<file path="src/rtl/cpu_req_gen_if.sv">
// I-cache request port: the generator drives read_en/request_addr, the cache answers with hit/data.
interface cpu_req_gen_if #(
  parameter int unsigned ADDR_W = 32,
  parameter int unsigned DATA_W = 32
);
  logic              read_en;
  logic [ADDR_W-1:0] request_addr;
  logic              hit;
  logic [DATA_W-1:0] requested_data;

  modport master (output read_en, request_addr, input hit, requested_data);
  modport slave  (input read_en, request_addr, output hit, requested_data);
endinterface

</file>
<file path="src/rtl/cpu_req_gen.sv">
// CPU fetch-request generator/checker: issues NUM_REQ reads in a selectable
// address pattern, holds each until hit, checks returned data against
// addr ^ DATA_KEY and keeps request/error/stall statistics.
module cpu_req_gen #(
  parameter int unsigned       ADDR_W    = 32,
  parameter int unsigned       DATA_W    = 32,
  parameter int unsigned       NUM_REQ   = 64,
  parameter logic [ADDR_W-1:0] BASE_ADDR = '0,
  parameter int unsigned       STRIDE    = 4,
  parameter int unsigned       LOOP_LEN  = 8,
  parameter int unsigned       GAP       = 0,
  parameter int unsigned       TIMEOUT   = 1024,
  parameter logic [DATA_W-1:0] DATA_KEY  = DATA_W'(32'hA5A5_A5A5)
) (
  input  logic              clk,
  input  logic              rst,
  input  logic              start,
  input  logic [1:0]        mode,
  cpu_req_gen_if.master     cache,
  output logic              busy,
  output logic              done,
  output logic              timeout,
  output logic [15:0]       req_cnt,
  output logic [15:0]       err_cnt,
  output logic [31:0]       stall_cnt,
  output logic [ADDR_W-1:0] first_err_addr
);
  typedef enum logic [2:0] {S_IDLE, S_REQ, S_GAP, S_DONE, S_TOUT} state_e;

  // Galois taps for x^32+x^22+x^2+x+1, right-shifting form
  localparam logic [31:0]       LFSR_TAPS = 32'h8020_0003;
  localparam logic [31:0]       T_LAST    = 32'(TIMEOUT - 1);
  localparam logic [31:0]       G_LAST    = (GAP == 0) ? 32'd0 : 32'(GAP - 1);
  localparam logic [31:0]       L_LAST    = 32'(LOOP_LEN - 1);
  localparam logic [15:0]       N_REQ     = 16'(NUM_REQ);
  localparam logic [ADDR_W-1:0] ALIGN     = ~ADDR_W'(3);
  // Seed 1 masks to 0, so every mode starts at the aligned base
  localparam logic [ADDR_W-1:0] ADDR0     = BASE_ADDR & ALIGN;

  state_e            state_q, state_d;
  logic [ADDR_W-1:0] addr_q, addr_d, addr_nxt, ferr_q, ferr_d;
  logic [31:0]       lfsr_q, lfsr_d, lfsr_nxt;
  logic [31:0]       idx_q, idx_d, idx_nxt;
  logic [31:0]       wait_q, wait_d, gap_q, gap_d, stall_q, stall_d;
  logic [15:0]       req_q, req_d, err_q, err_d;
  logic [1:0]        mode_q, mode_d;
  logic              go, accept, last, mismatch;

  assign go       = start && (state_q == S_IDLE || state_q == S_DONE || state_q == S_TOUT);
  assign accept   = (state_q == S_REQ) && cache.hit;
  assign last     = (req_q + 16'd1) == N_REQ;
  assign mismatch = cache.requested_data != (DATA_W'(addr_q) ^ DATA_KEY);

  // State register
  always_ff @(posedge clk or negedge rst) begin
    if (!rst) state_q <= S_IDLE;
    else      state_q <= state_d;
  end

  // Next-state: start only honoured when not busy; hit wins over timeout
  always_comb begin
    state_d = state_q;
    case (state_q)
      S_IDLE, S_DONE, S_TOUT: if (start) state_d = S_REQ;
      S_REQ: begin
        if (cache.hit)               state_d = last ? S_DONE : ((GAP == 0) ? S_REQ : S_GAP);
        else if (wait_q == T_LAST)   state_d = S_TOUT;
      end
      S_GAP:   if (gap_q == G_LAST) state_d = S_REQ;
      default: state_d = S_IDLE;
    endcase
  end

  // Outputs decoded from state; address and counters come straight from flops
  always_comb begin
    cache.read_en      = (state_q == S_REQ);
    cache.request_addr = addr_q;
    busy               = (state_q == S_REQ) || (state_q == S_GAP);
    done               = (state_q == S_DONE);
    timeout            = (state_q == S_TOUT);
    req_cnt            = req_q;
    err_cnt            = err_q;
    stall_cnt          = stall_q;
    first_err_addr     = ferr_q;
  end

  // Next-address generation and statistics update
  always_comb begin
    lfsr_nxt = {1'b0, lfsr_q[31:1]} ^ (lfsr_q[0] ? LFSR_TAPS : 32'd0);
    idx_nxt  = (idx_q == L_LAST) ? 32'd0 : idx_q + 32'd1;
    case (mode_q)
      2'd0:    addr_nxt = addr_q + ADDR_W'(4);
      2'd1:    addr_nxt = addr_q + ADDR_W'(STRIDE);
      2'd2:    addr_nxt = BASE_ADDR + ADDR_W'(lfsr_nxt);
      default: addr_nxt = BASE_ADDR + ADDR_W'({idx_nxt, 2'b00});
    endcase
    addr_nxt = addr_nxt & ALIGN;

    addr_d  = addr_q;
    lfsr_d  = lfsr_q;
    idx_d   = idx_q;
    mode_d  = mode_q;
    req_d   = req_q;
    err_d   = err_q;
    stall_d = stall_q;
    ferr_d  = ferr_q;
    wait_d  = (state_q == S_REQ && !cache.hit) ? wait_q + 32'd1 : 32'd0;
    gap_d   = (state_q == S_GAP) ? gap_q + 32'd1 : 32'd0;

    if (go) begin
      addr_d  = ADDR0;
      lfsr_d  = 32'h1;
      idx_d   = '0;
      mode_d  = mode;
      req_d   = '0;
      err_d   = '0;
      stall_d = '0;
      ferr_d  = '0;
    end else if (state_q == S_REQ) begin
      if (!cache.hit) begin
        if (stall_q != '1) stall_d = stall_q + 32'd1;
      end else begin
        req_d = req_q + 16'd1;
        if (mismatch) begin
          if (err_q != 16'hFFFF) err_d  = err_q + 16'd1;
          if (err_q == 16'd0)    ferr_d = addr_q;
        end
        if (!accept || !last) begin
          addr_d = addr_nxt;
          lfsr_d = lfsr_nxt;
          idx_d  = idx_nxt;
        end
      end
    end
  end

  // Datapath registers
  always_ff @(posedge clk or negedge rst) begin
    if (!rst) begin
      addr_q  <= '0;
      lfsr_q  <= 32'h1;
      idx_q   <= '0;
      mode_q  <= '0;
      req_q   <= '0;
      err_q   <= '0;
      stall_q <= '0;
      ferr_q  <= '0;
      wait_q  <= '0;
      gap_q   <= '0;
    end else begin
      addr_q  <= addr_d;
      lfsr_q  <= lfsr_d;
      idx_q   <= idx_d;
      mode_q  <= mode_d;
      req_q   <= req_d;
      err_q   <= err_d;
      stall_q <= stall_d;
      ferr_q  <= ferr_d;
      wait_q  <= wait_d;
      gap_q   <= gap_d;
    end
  end
endmodule

</file>
<file path="src/flat_wrapper.sv">
// flat-port wrapper written by rule: the top's interface ports become plain ports
module cpu_req_gen_flat 
#(
  parameter int unsigned       ADDR_W    = 32,
  parameter int unsigned       DATA_W    = 32,
  parameter int unsigned       NUM_REQ   = 64,
  parameter logic [ADDR_W-1:0] BASE_ADDR = '0,
  parameter int unsigned       STRIDE    = 4,
  parameter int unsigned       LOOP_LEN  = 8,
  parameter int unsigned       GAP       = 0,
  parameter int unsigned       TIMEOUT   = 1024,
  parameter logic [DATA_W-1:0] DATA_KEY  = DATA_W'(32'hA5A5_A5A5)
)
  (clk, rst, start, mode, busy, done, timeout, req_cnt, err_cnt, stall_cnt, first_err_addr, cache_read_en, cache_request_addr, cache_hit, cache_requested_data);
  cpu_req_gen_if #(.ADDR_W(ADDR_W), .DATA_W(DATA_W)) cache_i ();
  input  logic clk;
  input  logic rst;
  input  logic start;
  input  logic [1:0] mode;
  output logic busy;
  output logic done;
  output logic timeout;
  output logic [15:0] req_cnt;
  output logic [15:0] err_cnt;
  output logic [31:0] stall_cnt;
  output logic [ADDR_W-1:0] first_err_addr;
  output wire logic [$bits(cache_i.read_en)-1:0] cache_read_en;
  output wire logic [$bits(cache_i.request_addr)-1:0] cache_request_addr;
  input wire logic [$bits(cache_i.hit)-1:0] cache_hit;
  input wire logic [$bits(cache_i.requested_data)-1:0] cache_requested_data;
  assign cache_read_en = cache_i.read_en;
  assign cache_request_addr = cache_i.request_addr;
  assign cache_i.hit = cache_hit;
  assign cache_i.requested_data = cache_requested_data;
  cpu_req_gen #(.ADDR_W(ADDR_W), .DATA_W(DATA_W), .NUM_REQ(NUM_REQ), .BASE_ADDR(BASE_ADDR), .STRIDE(STRIDE), .LOOP_LEN(LOOP_LEN), .GAP(GAP), .TIMEOUT(TIMEOUT), .DATA_KEY(DATA_KEY)) u_core (.clk(clk), .rst(rst), .start(start), .mode(mode), .cache(cache_i), .busy(busy), .done(done), .timeout(timeout), .req_cnt(req_cnt), .err_cnt(err_cnt), .stall_cnt(stall_cnt), .first_err_addr(first_err_addr));
endmodule
</file>
<file path="config.mk">
export PLATFORM = sky130hd
export DESIGN_NAME = cpu_req_gen_flat
export DESIGN_NICKNAME = d
export VERILOG_FILES = /design/src/rtl/cpu_req_gen_if.sv /design/src/rtl/cpu_req_gen.sv /design/src/flat_wrapper.sv
export SDC_FILE = /design/constraint.sdc
export NUM_CORES = 1
export LEC_CHECK = 0
export ABC_AREA = 1
export BUFFER_PORTS_ARGS = -buffer_cell sky130_fd_sc_hd__buf_2
export CAP_MARGIN = 30
export CORE_UTILIZATION = 50
export CTS_CLUSTER_DIAMETER = 100
export DETAILED_ROUTE_END_ITERATION = 8
export PLACE_DENSITY_LB_ADDON = 0.08
export SLEW_MARGIN = 25
export SYNTH_ARGS = -nofsm -noshare
export SYNTH_HDL_FRONTEND = slang
export SYNTH_SLANG_ARGS = --single-unit
export TNS_END_PERCENT = 10
</file>
<file path="constraint.sdc">
create_clock -name clk -period 5.89 [get_ports clk]
set_input_delay 0 -clock clk [delete_from_list [all_inputs] [get_ports clk]]
set_output_delay 0 -clock clk [all_outputs]
set_load 0.02 [all_outputs]
</file>
# Yosys cells after proc, flatten, opt, wreduce, memory -nomap -nowiden
# Index checks and enable logic that the tools add are counted.
# W data, S select, Z words.
[word_totals]
elab_cells = 105
input_bits = 38
out_inout_bits = 132
regBits = 261
[classes]
reduce_logical = 29
add_sub_neg = 7
eq_ne = 16
muxes = 40
bitwise = 2
[op_table]
columns = ["operator", "n"]
rows = [
  ["$mux W32", 25],
  ["$add A32 B1 Y32 const B", 4],
  ["$mux W16", 8],
  ["$pmux W32 S2", 1],
  ["$add A16 B1 Y16 const B", 2],
  ["$add A32 B3 Y32 const B", 1],
  ["$eq A32 B10 Y1 const B", 1],
  ["$eq A32 B3 Y1 const B", 1],
  ["$logic_not A32 Y1", 1],
  ["$ne A32 B32 Y1", 1],
  ["$ne A32 B32 Y1 const B", 1],
  ["$xor A31 B32 Y32", 1],
  ["$eq A16 B7 Y1 const B", 1],
  ["$logic_not A16 Y1", 1],
  ["$ne A16 B16 Y1 const B", 1],
  ["$not A16 Y16", 1],
  ["$reduce_bool A2 Y1", 7],
  ["$mux W3", 4],
  ["$pmux W3 S3", 1],
  ["$reduce_and A3 Y1", 3],
  ["$reduce_and A4 Y1", 2],
  ["$eq A3 B2 Y1 const B", 2],
  ["$logic_or A1 B1 Y1", 4],
  ["$ne A2 B1 Y1 const B", 2],
  ["14 further kinds", 18],
]

# Depth between registers and ports, before layout
# Gate-level depths: netlist of run 1.
[depth]
depth_word = 8
ltp_mapped = 14
ltp_nobuf = 13

# Worst setup path before layout of run 1
# Ideal clock, no wire load.
[synth_timing]
path_kind = "register to register"
startpoint = "register u_core.req_q[0], in the netlist u_core.req_cnt[0]"
endpoint = "register u_core.lfsr_q[25]"
slack_ns = 3.771
synth_period_minus_slack_ns = 2.119
path_stages_with_launch = 13
n_path_buf = 2
setup_time_ns = 0.127
arrival_ns = 1.993
required_time_ns = 5.763
cell_sequence = "dfrtp_1 ha_1 nand3_2 nor2_4 nand3_1 nand2_1 nand3_1 nor2_2 nand3_2 nand2_2 buf_6 buf_4 o21ai_0"
[synth_between]
elab_chain_cells = 6
[synth_rtl]
columns = ["item", "line_no", "source"]
rows = [
  ["start, declared", "cpu_req_gen.sv:45", "logic [15:0] req_q, req_d, err_q, err_d;"],
  ["start signal, assigned", "cpu_req_gen.sv:155", "req_q <= req_d;"],
  ["$add A16 B1 Y16", "cpu_req_gen.sv:51", "assign last = (req_q + 16'd1) == N_REQ;"],
  ["$eq A16 B7 Y1", "cpu_req_gen.sv:51", ""],
  ["$logic_not A1 Y1", "cpu_req_gen.sv:128", "if (!accept || !last) begin"],
  ["$logic_or A1 B1 Y1", "cpu_req_gen.sv:128", ""],
  ["$reduce_bool A2 Y1 (no source line)", "--", ""],
  ["$reduce_and A3 Y1 (no source line)", "--", ""],
  ["end signal, assigned", "cpu_req_gen.sv:152", "lfsr_q <= lfsr_d;"],
  ["end, declared", "cpu_req_gen.sv:42", "logic [31:0] lfsr_q, lfsr_d, lfsr_nxt;"],
]
# Every way passes these cells.
# A chain may end at the register's enable or synchronous reset.

# Worst setup path in the final report of run 1
[layout_timing]
startpoint = "register u_core.req_q[0], in the netlist u_core.req_cnt[0]"
endpoint = "register u_core.addr_q[26], in the netlist u_core.cache.request_addr[26]"
[layout_between]
elab_chain_cells = 6
[layout_rtl]
columns = ["item", "line_no", "source"]
rows = [
  ["$add A16 B1 Y16", "cpu_req_gen.sv:51", ""],
  ["$eq A16 B7 Y1", "cpu_req_gen.sv:51", ""],
  ["$logic_not A1 Y1", "cpu_req_gen.sv:128", ""],
  ["$logic_or A1 B1 Y1", "cpu_req_gen.sv:128", ""],
  ["$reduce_bool A2 Y1 (no source line)", "--", ""],
  ["$reduce_and A3 Y1 (no source line)", "--", ""],
  ["end signal, assigned", "cpu_req_gen.sv:151", "addr_q <= addr_d;"],
  ["end, declared", "cpu_req_gen.sv:41", "logic [ADDR_W-1:0] addr_q, addr_d, addr_nxt, ferr_q, ferr_d;"],
]
# Every way passes these cells.

==> results.py, run 1 <==
metrics = {
    "synthesis": {
        "synth_top_area_share_pct": 39.3,
        "synth_largest_area_cell": "dfrtp_1",
        "ys_ff_latch": 257,
        "yosysWarnings": 0,
        "synth-edff-count": 0,
        "yosysSeqAreaShare_pct": 39.5,
        "syn-instance-count": 2415,
        "yosys.area_share.simple_pct": 39.2,
        "synth_xor_area_share_pct": 3.65,
        "synthAdderAreaFrac_pct": 0.767,
        "netlist_top_cells_area": "dfrtp_1 39%, nand2_1 18%, nand3_1 6.7%",
        "synth_compound_area_share_pct": 7.64,
        "synthFlopType": "dfrtp_1",
        "synthArstFlopShare_pct": 100,
        "syn_avg_cell_area_sq_um": 6.75,
        "muxShareOfSynthArea_pct": 0,
        "synth_top_family_by_area": "simple AND/OR/NAND/NOR gates",
        "syn_area_sq_um": 16300,
        "synth_cell_types": 46,
    },
    "place": {
        "hpwl_um": 34100,
        "gp_congestion": 0.931,
        "dp.cells": 2928,
        "place_area_sq_um": 17300,
        "placement.io_buffers": 165,
    },
    "global_route": {
        "grt_max_degree": 156,
        "grt_pass1_vias": 15400,
        "grtUsageTotal_pct": 28.7,
        "grt_overflow_total": 0,
        "grt_pass1_wl_um": 78200,
        "antenna_found_initial": 0,
    },
    "cells_and_area": {
        "fin_area_sq_um": 18400,
        "antenna_cells": 0,
        "syn2layout_area_growth_pct": 12.6,
        "final_cells": 2981,
        "layout.nets": 2580,
        "layout-drive-gt1-share_pct": 9.74,
    },
    "timing": {
        "finalClockSkew_ns": 0.0192,
        "rsz0062_at_grt": "no",
        "fin_crit_ns": 3.99,
        "tns_ns": 0,
        "finalHoldWorstSlack_ns": 0.0620,
        "hold_viol_final": 0,
        "setup_viol": 0,
        "slew_violations": 0,
        "tightestPinTransition_ns": 0.860,
        "layout_worst_path_cycle_share_pct": 67.7,
        "fmax_mhz": 251,
        "slew_headroom_pct": 42.7,
    },
    "worst_setup_path": {
        "cp_slowest_stage_delay_ns": 0.84,
        "critPathArrivalTime_ns": 4.43,
        "required_ns": 6.33,
        "worst-setup-path-type": "reg2reg",
        "worst-path-buf-inv": 0,
        "worstSetupEndpointType": "flip-flop",
        "critPathSlowestCell": "nand2_4",
        "start_kind": "flip-flop",
        "crit_chain": "ha_1 > nand3_2 > nor2_4 > nand3_1 > nand2_1 > nand3_1 > nor2_2 > nand3_2 > nand2_4 > nand2_1 > nand2_1 > nand2_1",
        "critPathTopFamily": "simple AND/OR/NAND/NOR gates",
        "cp_max_fo": 73,
        "path_common_cell": "nand2_1",
    },
    "pwr": {
        "vdd_drop_max_uv": 271,
        "p_leak_nw": 8.77,
        "p_per_area_nw_per_um2": 361,
        "fin_total_pwr_mw": 6.62,
    },
    "die": {
        "pin_count": 170,
        "core-area_sq_um": 31800,
        "die_x_um": 183,
        "die_y_um": 183,
        "rows": 65,
        "initial_core_util_pct": 51.3,
        "dieArea_sq_um": 33300,
    },
    "worst_hold_path": {
        "hold_class": "in2async",
    },
    "route": {
        "viasPerCell": 5.46,
        "postRouteAntennaNets": 0,
        "via_count": 16300,
        "wire_per_inst_um": 15.9,
        "drt-initial-drc-count": 1261,
        "finalWirelength_um": 47400,
        "drt_first_pass_iters": 6,
        "drc": 0,
    },
    "clock_tree": {
        "cts_buffers": 30,
        "clockBufferDepth": 3,
        "clkSlewWorstSetupHoldPaths_ns": 0.06,
        "cts_root_buffer": "clkbuf_16",
        "clock_latency_ns": 0.57,
        "cts_tree": "done",
        "clock-sinks": 257,
        "cts_setup_buffers": 0,
        "cts_resized": 0,
        "h-tree-depth": 1,
        "cts_hold_buf": 5,
    },
    "status": {
        "outcome": "complete, no violations",
    },
    "flow_run": {
        "drv_cap": 0,
    },
}
[power by group]
part | internal, mW | leakage, nW | total, mW | switching [mW]
clock | 1.13 | 0.473 | 1.85 | 0.720
combinational | 0.691 | 4.76 | 2.29 | 1.60
sequential | 2.03 | 3.53 | 2.48 | 0.452
[synthesized netlist by cell type, types with 5 or more instances]
cell type,number
xnor2_1,14
or2_2,9
xor2_1,54
inv_1,262
buf_2,19
dfrtp_1,256
o21ai_1,21
buf_4,8
clkbuf_1,52
nor4_1,25
nand3b_1,6
a21oi_1,56
a31oi_1,5
nand2_1,773
nand3_1,218
o22ai_1,12
nand3_2,5
nor2_2,5
buf_6,10
o21a_1,5
nor3_1,74
ha_1,10
o21ai_0,118
buf_1,8
nand4_1,104
nor2_1,247
[cell type report]
class                      instances  area, sq um
clock buffer                      38          811
clock inverter                     8          155
fill                            3111        13400
inverter                         267         1000
multi-input combinational       1795         8400
sequential                       257         6430
tap                              435          544
timing repair buffer             181         1010
[cells in the final DEF, fill, tap and decap left out, types with 6 or more instances in the layout]
cell | netlist | routed
a21oi_1 | 56 | 56
buf_2 | 19 | 164
buf_4 | 8 | 8
clkbuf_16 | 0 | 30
dfrtp_1 | 256 | 256
ha_1 | 10 | 10
inv_1 | 262 | 262
nand2_1 | 773 | 771
nand3_1 | 218 | 218
nand3b_1 | 6 | 6
nand4_1 | 104 | 104
nor2_1 | 247 | 247
nor3_1 | 74 | 74
nor4_1 | 25 | 25
o21ai_0 | 118 | 118
o21ai_1 | 21 | 21
o22ai_1 | 12 | 12
or2_2 | 9 | 9
xnor2_1 | 14 | 14
xor2_1 | 54 | 54
[logic make-up after synthesis]
family	Yosys count
and+or+nand+nor	1480
buffers and inverters	366
DFF	257
AOI/OAI and AO/OA	233
xor gates and xnor gates	68
adders and majority gates	10
other	1
[flip-flops by register name, summed over array words and instances, names as in the netlist, 3 cells and up]
register,count
u_core.gap_q,32
u_core.idx_q,32
u_core.lfsr_q,32
u_core.stall_cnt,32
u_core.wait_q,32
u_core.cache.request_addr,30
u_core.first_err_addr,30
u_core.err_cnt,16
u_core.req_cnt,16
u_core.state_q,3
[metrics by stage]
stage               util [%]  worst slack, ns
floorplan                  -             3.77
global placement        54.4             2.07
detailed placement      54.4             1.94
CTS                     57.6             1.92
global route            57.7             1.48
finish                  57.7             1.90
[path summary, 6_finish.rpt]
check                                               start                            end  cells past startpoint  slack [ns]
worst max-delay path                    u_core.req_cnt[0]  u_core.cache.request_addr[26]                     12        1.90
worst min-delay path                                  rst             u_core.err_cnt[11]                      2        0.06
worst max register to register          u_core.req_cnt[0]  u_core.cache.request_addr[26]                     12        1.90
worst min register to register  u_core.first_err_addr[25]      u_core.first_err_addr[25]                      2        0.48
max in group asynchronous                             rst               u_core.wait_q[9]                      3        4.54
min in group clk                                  mode[0]               u_core.mode_q[0]                      4        0.18
[metal layers]
metal / vias to the layer above / global-route usage [%] / routed length [um]
met2: 479 / 48.5 / 22400
li1: 8070 / - / -
met1: 7661 / 39.0 / 21500
met5: - / 0 / 0
met4: 0 / 7.97 / 1100
met3: 69 / 3.11 / 2410
No activity file was read; power rests on OpenSTA's default activity.
==> run 2, diff against run 1 <==
--- a/config.mk
+++ b/config.mk
@@ -5,7 +5,7 @@
 export SDC_FILE = /design/constraint.sdc
 export NUM_CORES = 1
 export LEC_CHECK = 0
-export ABC_AREA = 1
+export ABC_AREA = 0
 export BUFFER_PORTS_ARGS = -buffer_cell sky130_fd_sc_hd__buf_2
 export CAP_MARGIN = 30
 export CORE_UTILIZATION = 50
==> constraint.sdc (replaced) <==
create_clock -name clk -period 3.2 [get_ports clk]
set_input_delay 0 -clock clk [delete_from_list [all_inputs] [get_ports clk]]
set_output_delay 0 -clock clk [all_outputs]
set_load 0.02 [all_outputs]
==> results.py, run 2 <==
metrics = {
    "cells_and_area": {
        "syn2layout_area_growth_pct": 18.5,
        "layout.nets": 1860,
        "fillers": 2486,
        "antenna_cells": 0,
        "final_common_cell": "dfrtp_1",
        "utilization_pct": 60.4,
        "mostFrequentLayoutCells": "255 x dfrtp_1, 239 x nand2_1, 170 x nor2_1",
        "layout-drive-gt1-share_pct": 16.9,
    },
    "route": {
        "viasPerCell": 5.82,
        "wire_per_inst_um": 18.5,
        "drt_first_pass_iters": 5,
        "postRouteAntennaNets": 0,
        "drc": 0,
        "via_count": 12900,
        "finalWirelength_um": 41000,
        "drt-initial-drc-count": 1208,
    },
    "synthesis": {
        "synthMostInstantiatedCell": "dfrtp_1",
        "synth_largest_area_cell": "dfrtp_1",
        "netlist_top_cells_area": "dfrtp_1 45%, nand2_1 6.3%, xnor2_1 5.0%",
        "synth_cell_types": 67,
        "synthFlopType": "dfrtp_1",
        "synth-edff-count": 0,
        "synth_top_area_share_pct": 45.1,
        "synthArstFlopShare_pct": 100,
        "syn_area_sq_um": 14200,
        "syn-instance-count": 1648,
        "ys_ff_latch": 257,
        "synth_common_cells": "256 x dfrtp_1, 239 x nand2_1, 170 x nor2_1, 89 x nand3_1, 82 x o21ai_0",
        "yosysWarnings": 0,
        "syn_avg_cell_area_sq_um": 8.62,
        "yosysSeqAreaShare_pct": 45.3,
    },
    "worst_setup_path": {
        "critPathArrivalTime_ns": 3.44,
        "critPathTopFamily": "compound AO/OA/AOI/OAI gates",
        "cp_max_fo": 40,
        "cp_slowest_stage_delay_ns": 0.62,
        "start_kind": "flip-flop",
        "critPathSlowestCell": "o211ai_1",
        "worst-path-buf-inv": 1,
        "required_ns": 3.61,
        "crit_chain": "nand4_1 > o211ai_1 > a311oi_1 > o211ai_1 > o21a_4 > buf_12 > mux2i_1 > a31oi_1",
        "path_common_cell": "o211ai_1",
        "worstSetupEndpointType": "flip-flop",
        "worst-setup-path-type": "reg2reg",
    },
    "die": {
        "die_x_um": 171,
        "dieArea_sq_um": 29100,
        "pin_count": 170,
        "core-area_sq_um": 27900,
        "initial_core_util_pct": 51.0,
        "die_y_um": 171,
        "rows": 61,
    },
    "timing": {
        "finalHoldWorstSlack_ns": 0.124,
        "fmax_mhz": 330,
        "tns_ns": 0,
        "fin_crit_ns": 3.03,
        "finalClockSkew_ns": 0.00926,
        "rsz0062_at_grt": "no",
        "tightestPinTransition_ns": 0.909,
        "slew_violations": 0,
        "slew_headroom_pct": 39.3,
        "layout_worst_path_cycle_share_pct": 94.6,
        "hold_viol_final": 0,
        "setup_viol": 0,
    },
    "global_route": {
        "grt_pass1_vias": 12000,
        "grt_pass1_wl_um": 65400,
        "antenna_found_initial": 0,
        "grtUsageTotal_pct": 28.3,
        "grt_max_degree": 109,
        "grt_overflow_total": 0,
    },
    "worst_hold_path": {
        "hold_class": "in2async",
    },
    "clock_tree": {
        "clockBufferDepth": 3,
        "clkSlewWorstSetupHoldPaths_ns": 0.06,
        "clock-sinks": 257,
        "cts_buffers": 30,
        "clock_latency_ns": 0.55,
        "cts_root_buffer": "clkbuf_16",
        "cts_tree": "done",
        "cts_setup_buffers": 0,
        "h-tree-depth": 1,
    },
    "pwr": {
        "p_per_area_nw_per_um2": 753,
        "p_leak_nw": 7.50,
        "fin_total_pwr_mw": 12.7,
        "vdd_drop_max_uv": 478,
    },
    "place": {
        "hpwl_um": 29000,
        "gp_congestion": 0.913,
        "placement.io_buffers": 165,
    },
    "flow_run": {
        "drv_cap": 0,
    },
    "status": {
        "outcome": "complete, no violations",
    },
}
[run 2: cell count changes in the layout (fill, tap and decap cells not counted), sizes merged, moves of 21 or more]
cell	previous run	this run
nor2	254	170
a31oi	5	41
buf	176	231
xnor2	14	81
o21ai	139	85
inv	265	31
nand3	223	90
nor3	76	51
nor4	25	52
xor2	54	75
a21oi	56	77
and3	2	40
nand2	775	239
nand4	104	50
[run 2: power by group]
group | switching, mW | internal, mW | leakage (nW) | total, mW
clock network | 1.37 | 2.41 | 0.548 | 3.78
registers | 0.713 | 3.77 | 3.48 | 4.48
logic | 2.91 | 1.51 | 3.46 | 4.42
[run 2: area by class of cell]
| type | instances | area (sq um) | share of cell area, % |
|---|---|---|---|
| multi-input combinational | 1254 | 7260 | 43.1 |
| sequential | 257 | 6430 | 38.2 |
| inverter | 32 | 120 | 0.713 |
| clock buffer | 38 | 842 | 5.00 |
| clock inverter | 16 | 255 | 1.52 |
| tap | 378 | 473 | 2.81 |
| timing repair buffer | 237 | 1450 | 8.61 |
[run 2: metrics by stage]
step                std cells  setup WS [ns]  cell area (sq um)
finish                   2212          0.174              16800
global route             2212        0.00744              16800
CTS                      2212          0.114              16800
detailed placement       2152          0.161              15700
global placement         2151          0.316              15700
floorplan                1651          0.156              14200
[run 2: repair_timing]
action,CTS,global route
hold buffers,6,0
endpoints found under the setup margin,0,2
gates resized for setup,0,1
endpoints found under the hold margin,108,0
[run 2: layer usage]
layer	vias up	share of wire (%)	track usage, %
li1	6137	-	-
met1	6191	46	41.1
met2	454	44	43.1
met3	87	6.4	3.93
met4	0	3.6	10.3
met5	-	0	0
[run 2: final timing paths]
kind / depth (start not counted) / endpoint / slack (ns) / from
setup / recovery: 8 / u_core.cache.request_addr[6] / 0.17 / u_core.req_cnt[3]
setup reg to reg: 8 / u_core.cache.request_addr[6] / 0.17 / u_core.req_cnt[3]
hold / removal: 2 / u_core.req_cnt[8] / 0.12 / rst
hold reg to reg: 1 / u_core.lfsr_q[0] / 0.47 / u_core.lfsr_q[1]
max in group asynchronous: 3 / u_core.lfsr_q[0] / 2.13 / rst
min in group clk: 4 / u_core.mode_q[1] / 0.18 / mode[1]
[run 2: kinds of logic (layout without fill, tap and decap cells)]
kind of cell | after synthesis | after routing | synth area share [%]
AO/OA/AOI/OAI | 294 | 294 | 12.8
XOR/XNOR | 156 | 156 | 9.62
adder cells (fa/ha/maj) | 10 | 10 | 0.881
buffers and inverters | 140 | 323 | 4.02
flip-flops | 257 | 257 | 45.3
multiplexers | 12 | 12 | 0.863
other | 1 | 4 | 0.0264
AND/OR/NAND/NOR | 778 | 778 | 26.5
